`src/rtl/seg_scan_ctrl_pkg.sv`:
```
// Shared constants, state encoding and digit-code helper for the seven-segment scan scheduler.
package seg_scan_ctrl_pkg;

  localparam logic [4:0] SYMBOL_CODE   = 5'h10;
  localparam int         NUM_DIGITS    = 8;
  localparam logic [7:0] BLANK_DIG_SEL = 8'h00;

  localparam logic [1:0] ST_IDLE_ENC  = 2'd0;
  localparam logic [1:0] ST_BLANK_ENC = 2'd1;
  localparam logic [1:0] ST_SHOW_ENC  = 2'd2;

  typedef enum logic [1:0] {
    IDLE  = ST_IDLE_ENC,
    BLANK = ST_BLANK_ENC,
    SHOW  = ST_SHOW_ENC
  } scan_state_e;

  // Code handed to hex_seg7 for one digit of an image: nibble or the symbol code.
  function automatic logic [4:0] digit_code(input logic [31:0] data,
                                            input logic [7:0]  mask,
                                            input logic [2:0]  idx);
    logic [3:0] nib;
    nib = data[{idx, 2'b00} +: 4];
    return mask[idx] ? SYMBOL_CODE : {1'b0, nib};
  endfunction

endpackage

```
`src/rtl/seg_prescaler.sv`:
```
// Slot-time counter: counts 0..CLK_DIV-1 and strobes the last cycle of the slot and of its blanking window.
module seg_prescaler #(
  parameter int CLK_DIV   = 50000,
  parameter int BLANK_CYC = 500
) (
  input  logic clk,
  input  logic rtsn,
  input  logic clr,
  output logic tc,
  output logic blank_end
);

  localparam int CNT_W = (CLK_DIV > 1) ? $clog2(CLK_DIV) : 1;
  localparam logic [CNT_W-1:0] CNT_LAST   = CNT_W'(CLK_DIV - 1);
  localparam logic [CNT_W-1:0] BLANK_LAST = CNT_W'(BLANK_CYC - 1);

  logic [CNT_W-1:0] cnt;

  assign tc        = (cnt == CNT_LAST);
  // With BLANK_CYC = 0 there is no blanking window, so the strobe never fires.
  assign blank_end = (BLANK_CYC != 0) && (cnt == BLANK_LAST);

  always_ff @(posedge clk) begin
    if (!rtsn || clr) begin
      cnt <= '0;
    end else if (tc) begin
      cnt <= '0;
    end else begin
      cnt <= cnt + 1'b1;
    end
  end

endmodule

```
`src/rtl/seg_scan_ctrl.sv`:
```
// Eight-digit scan scheduler: digit sequencing with per-slot blanking and a
// double-buffered display image that is swapped only at frame boundaries.
module seg_scan_ctrl
  import seg_scan_ctrl_pkg::*;
#(
  parameter int CLK_DIV   = 50000,
  parameter int BLANK_CYC = 500
) (
  input  logic        clk,
  input  logic        rtsn,
  input  logic        enable,
  input  logic        upd_valid,
  input  logic [31:0] upd_data,
  input  logic [7:0]  upd_symmask,
  output logic        upd_ready,
  output logic [7:0]  dig_sel,
  output logic [4:0]  dig_code,
  output logic        frame_done,
  output scan_state_e dbg_state
);

  localparam int IDX_W = $clog2(NUM_DIGITS);
  localparam logic [IDX_W-1:0] LAST_IDX = IDX_W'(NUM_DIGITS - 1);
  localparam scan_state_e SLOT_FIRST = (BLANK_CYC == 0) ? SHOW : BLANK;

  scan_state_e      state, state_nxt;
  logic [IDX_W-1:0] idx, idx_nxt;
  logic             tc, blank_end, cnt_clr, slot_wrap, slot_start;
  logic             xfer, swap, pend_full;
  logic [31:0]      act_data, act_data_nxt, pend_data;
  logic [7:0]       act_mask, act_mask_nxt, pend_mask;

  seg_prescaler #(
    .CLK_DIV   (CLK_DIV),
    .BLANK_CYC (BLANK_CYC)
  ) u_prescaler (
    .clk       (clk),
    .rtsn      (rtsn),
    .clr       (cnt_clr),
    .tc        (tc),
    .blank_end (blank_end)
  );

  // Update handshake: a transfer happens on any posedge where upd_valid && upd_ready;
  // upd_ready is high exactly while the pending buffer is empty, and the source
  // must hold upd_valid and its data stable until that transfer edge.
  assign upd_ready  = !pend_full;
  assign xfer       = upd_valid && upd_ready;

  assign cnt_clr    = (state == IDLE) || !enable;
  assign slot_wrap  = (state != IDLE) && tc;
  assign frame_done = slot_wrap && (idx == LAST_IDX);
  assign dbg_state  = state;

  // xfer and swap are mutually exclusive: a transfer needs an empty pending buffer.
  assign swap         = pend_full && (frame_done || (state == IDLE));
  assign act_data_nxt = swap ? pend_data : act_data;
  assign act_mask_nxt = swap ? pend_mask : act_mask;

  always_comb begin
    state_nxt  = state;
    idx_nxt    = idx;
    slot_start = 1'b0;
    dig_sel    = BLANK_DIG_SEL;
    if (state == SHOW) begin
      dig_sel = 8'h80 >> idx;
    end
    if (!enable) begin
      state_nxt = IDLE;
      idx_nxt   = '0;
    end else begin
      unique case (state)
        IDLE: begin
          state_nxt  = SLOT_FIRST;
          idx_nxt    = '0;
          slot_start = 1'b1;
        end
        BLANK: begin
          if (blank_end) state_nxt = SHOW;
        end
        SHOW: begin
          if (slot_wrap) begin
            state_nxt  = SLOT_FIRST;
            idx_nxt    = idx + 1'b1;
            slot_start = 1'b1;
          end
        end
        default: state_nxt = IDLE;
      endcase
    end
  end

  always_ff @(posedge clk) begin
    if (!rtsn) begin
      state <= IDLE;
      idx   <= '0;
    end else begin
      state <= state_nxt;
      idx   <= idx_nxt;
    end
  end

  // The next slot's code is taken from the post-swap image so digit 0 of a new frame is already new.
  always_ff @(posedge clk) begin
    if (!rtsn) begin
      dig_code  <= SYMBOL_CODE;
      act_data  <= '0;
      act_mask  <= 8'hFF;
      pend_data <= '0;
      pend_mask <= '0;
      pend_full <= 1'b0;
    end else begin
      act_data <= act_data_nxt;
      act_mask <= act_mask_nxt;
      if (slot_start) begin
        dig_code <= digit_code(act_data_nxt, act_mask_nxt, idx_nxt);
      end
      if (xfer) begin
        pend_data <= upd_data;
        pend_mask <= upd_symmask;
        pend_full <= 1'b1;
      end else if (swap) begin
        pend_full <= 1'b0;
      end
    end
  end

endmodule

```
`config.mk`:
```
export PLATFORM = sky130hd
export DESIGN_NAME = seg_scan_ctrl
export DESIGN_NICKNAME = d
export VERILOG_FILES = /design/src/rtl/seg_scan_ctrl_pkg.sv /design/src/rtl/seg_prescaler.sv /design/src/rtl/seg_scan_ctrl.sv
export SDC_FILE = /design/constraint.sdc
export NUM_CORES = 1
export LEC_CHECK = 0
export CAP_MARGIN = 30
export CORE_MARGIN = 8
export CORE_UTILIZATION = 59
export DETAILED_ROUTE_END_ITERATION = 8
export PLACE_DENSITY = 0.89
export SETUP_SLACK_MARGIN = 0.5
export SLEW_MARGIN = 10
export SYNTH_ARGS = -nofsm -noshare
export SYNTH_HDL_FRONTEND = slang
export SYNTH_HIERARCHICAL = 1
export SYNTH_SLANG_ARGS = --single-unit
```
`constraint.sdc`:
```
create_clock -name clk -period 8.4 [get_ports clk]
set_input_delay 0.84 -clock clk [delete_from_list [all_inputs] [get_ports clk]]
set_output_delay 0.84 -clock clk [all_outputs]
set_load 0.02 [all_outputs]
```
==> metrics.md <==
| Metric | Value |
|---|---|
| DRC | 0 |
| Overall die height | 107.4 µm |
| Cts bufs inserted | 9 |
| Drt initial violations | 359 |
| # placed instances | 752 |
| CTS-repair resized insts | 0 |
| Syn_area_per_cell | 7.934 µm² |
| CP Launch Type | flop |
| Pwr Density | 166.1 nW/µm² |
| Mapped cell area | 4927 µm² |
| Layout Cells excl Fill | 768 |
| Die ar. | 11,530 µm² |
| Simple-Gate Fraction of Synth Area | 25.57% |
| TritonCTS Sinks | 107 |
| Remaining Overflow, GRT | 0 |
| Largest cells by area after synthesis | dfxtp_1, nand2_1, a21oi_1 |
| CP Capture Type | flop |
| Status | finished clean |
| Post-synthesis xor/xnor area fraction | 2.489% |
| Worst path cell trace | or4b_1 > nor4_2 > a2bb2oi_1 > nor2_2 > buf_4 > nand3_1 > a211oi_1 > a31oi_1 > a32oi_1 |
| Area share of the largest cell type after synthesis | 43.47% |
| Minimum clock period | 4.058 ns |
| Hold Vio Cnt, Final | 0 |
| Vias in the first global route | 4,305 |
| CP required | 8.69 ns |
| Final WL | 12,230 µm |
| Maximum buffer depth of the clock tree | 2 |
| Num ports | 61 |
| Drt wl/cell | 15.92 µm |
| Gr usage total | 21.39% |
| Cell with the largest stage delay on the worst path | nor4_2 |
| Register area | 2142 µm² |
| Relative slew slack | 35.03% |
| Mux share of post-synthesis cell area | 5.003% |
| DPL Wire Length | 8905 µm |
| Vias | 4,497 |
| Power Total | 0.0009505 W |
| Clk_lat worst skew | 0.38 ns |
| CP peak stage delay | 0.86 ns |
| Nets | 709 |
| Compound-Gate Fraction of Synth Area | 16.94% |
| Worst EP arrival | 4.35 ns |
| I/O Buffers | 60 |
| Adder-Cell Fraction of Synth Area | 1.778% |
| Clock Pin Slew Worst Setup and Hold Paths | 0.11 ns |
| Initial core utilization | 60.27% |
| Share of cells above drive strength 1 | 4.977% |
| Final Setup Violations | 0 |
| Hold-fix buffers, CTS | 0 |
| MaxCap Viol Count | 0 |
| First-pass DRT Iterations | 5 |
| Root Buffer | clkbuf_8 |
| Initial antenna violation count | 0 |
| Area taken by multi-input logic gates | 2556 µm² |
| First-pass GRT wire length | 20,380 µm |
| Post-synthesis cell count | 621 |
| Lkg Pwr | 2.039 nW |
| Die W | 107.4 µm |
| Fin. max-slew vios | 0 |
| H-tree depth | 3 |
| Crit path kind | flop to flop |
| GPL Wtd Cong | 0.9484 |
| Main combinational cell family by area after synthesis | simple AND/OR/NAND/NOR gates |
| Core area | 8175 µm² |
| Number of synthesized register bits | 107 |
| Distinct cells, synth | 53 |
| Synth-to-Final Area Change | 16.12% |
| FMAX | 246.4 MHz |
| Util after Layout | 69.99% |
| Hold WC Path Type | flop to flop |
| Final worst-path cycle share | 48.31% |
| Syn_nets | 672 |
| Vias/cell | 5.855 |
| Setup TNS | 0 ns |
| CTS tree | yes |
| Crit-path max FO | 25 |
| Clk_skew | 0.02261 ns |
| Post-route ant nets | 0 |
| Leading area contributor after synthesis | dfxtp_1 |
| Post-synth EDFFs | 0 |
| Leading register cell type out of synthesis | dfxtp_1 |
| Ant diodes | 0 |
| Worst IR Drop VDD | 97.63 µV |
| RSZ-0062 raised after global routing | no |
| Async SR Flop Fraction | 0% |
| Seq/Total Area, Yosys | 43.47% |
| Num rows | 33 |
| YS warnings | 6 |
| Worst-margin pin slew | 0.9665 ns |
| Largest net degree at the start of global routing | 64 |
| Post-CTS Repair Setup Buffers | 0 |
| Fillers | 656 |
-- cell usage after synthesis (all sizes together) (2+ instances only) --
cell and number:
nand2 185, dfxtp 107, a21oi 88, nor2 32, clkbuf 21, buf 20, mux2i 19, nand3 19
xnor2 13, and2 9, inv 8, and3 7, ha 7, a22o 6, nor3 6, o21ai 6
a221oi 5, nand4 5, nor4 5, a21boi 4, a22oi 4, a32oi 4, o22a 4, a211oi 3
a31oi 3, nor2b 3, a2bb2oi 2, and3b 2, mux4 2, nand2b 2, o21bai 2, o31ai 2
or4 2, or4b 2
-- metrics by stage --
stage	instance area [µm²]	setup slack (ns)	hold slack, ns
4_1_cts	5722	4.436	0.4653
2_1_floorplan	4927	5.444	0.4294
3_5_place_dp	5520	4.419	0.4493
6_report	5722	4.342	0.4652
3_3_place_gp	5505	4.663	0.4436
5_1_grt	5722	4.171	0.4822
-- power breakdown --
group          internal, W  leakage, nW  switching [W]
logic            0.0000432         1.06      0.0000524
registers         0.000527        0.872      0.0000165
clock network     0.000118        0.103       0.000194
total             0.000688         2.04       0.000262
-- critical path, delay by kind of cell, from the launching register on --
kind,cells,cell delay [ns]
simple gates,4,2.38
buf+inv,1,0.42
flops,1,0.36
compound gates,4,0.82
-- cell usage in the layout, fill, tap and decap left out, types with 3 or more instances in the layout --
cell type,count
clkbuf_8,9
and3_1,7
a21oi_1,88
clkdlybuf4s50_1,60
mux2i_1,19
a22oi_1,4
o22a_1,4
xnor2_1,13
a31oi_1,3
nor4_1,4
dfxtp_1,107
nand4_1,5
and2_1,9
o21ai_0,6
a22o_1,6
buf_4,6
a211oi_1,3
a221oi_1,5
nand2_1,185
nand3_1,19
a32oi_1,4
a21boi_0,4
inv_1,7
ha_1,7
nor3_1,6
nor2_1,31
-- state kept, by name, summed over array words and instances (netlist names) --
| register | count |
|---|---|
| act_data | 32 |
| pend_data | 32 |
| u_prescaler/cnt | 16 |
| act_mask | 8 |
| pend_mask | 8 |
| dig_code | 5 |
| idx | 3 |
| dbg_state | 2 |
| pend_full | 1 |
-- final cells by class --
type,count,area share [%]
well taps,105,2.296
clock inverters,7,1.356
multi-input cells,465,44.68
flip-flops and latches,107,37.44
repair buffers,67,11.55
inverters,8,0.5248
clock buffers,9,2.165
-- cell families after synthesis --
family / count (synthesis)
DFF: 107
buffers and inverters: 49
muxes: 22
adders and majority gates: 7
xor gates and xnor gates: 14
AOI/OAI and AO/OA: 136
and+or+nand+nor: 286
-- path summary, 6_finish.rpt --
| kind | end | slack (ns) | start | cells after the start |
|---|---|---|---|---|
| worst max-delay path | dig_code[1]$_SDFFE_PN0P_ | 4.34 | u_prescaler/cnt[7]$_SDFF_PP0_ | 9 |
| worst min-delay path | act_data[6]$_SDFF_PN0_ | 0.47 | act_data[6]$_SDFF_PN0_ | 2 |
| worst min register to register | act_data[6]$_SDFF_PN0_ | 0.47 | act_data[6]$_SDFF_PN0_ | 2 |
| worst max register to register | dig_code[1]$_SDFFE_PN0P_ | 4.34 | u_prescaler/cnt[7]$_SDFF_PP0_ | 9 |
-- routing by layer --
metal  global-route usage [%]  vias to the layer above  wire (µm)
met3                    4.311                       24        697
met1                    25.74                     2104       5167
met2                    36.63                      171       6106
li1                         -                     2198          -
met4                    8.226                        0        257
met5                        0                        -          0
(Power assumes the default switching activity.)
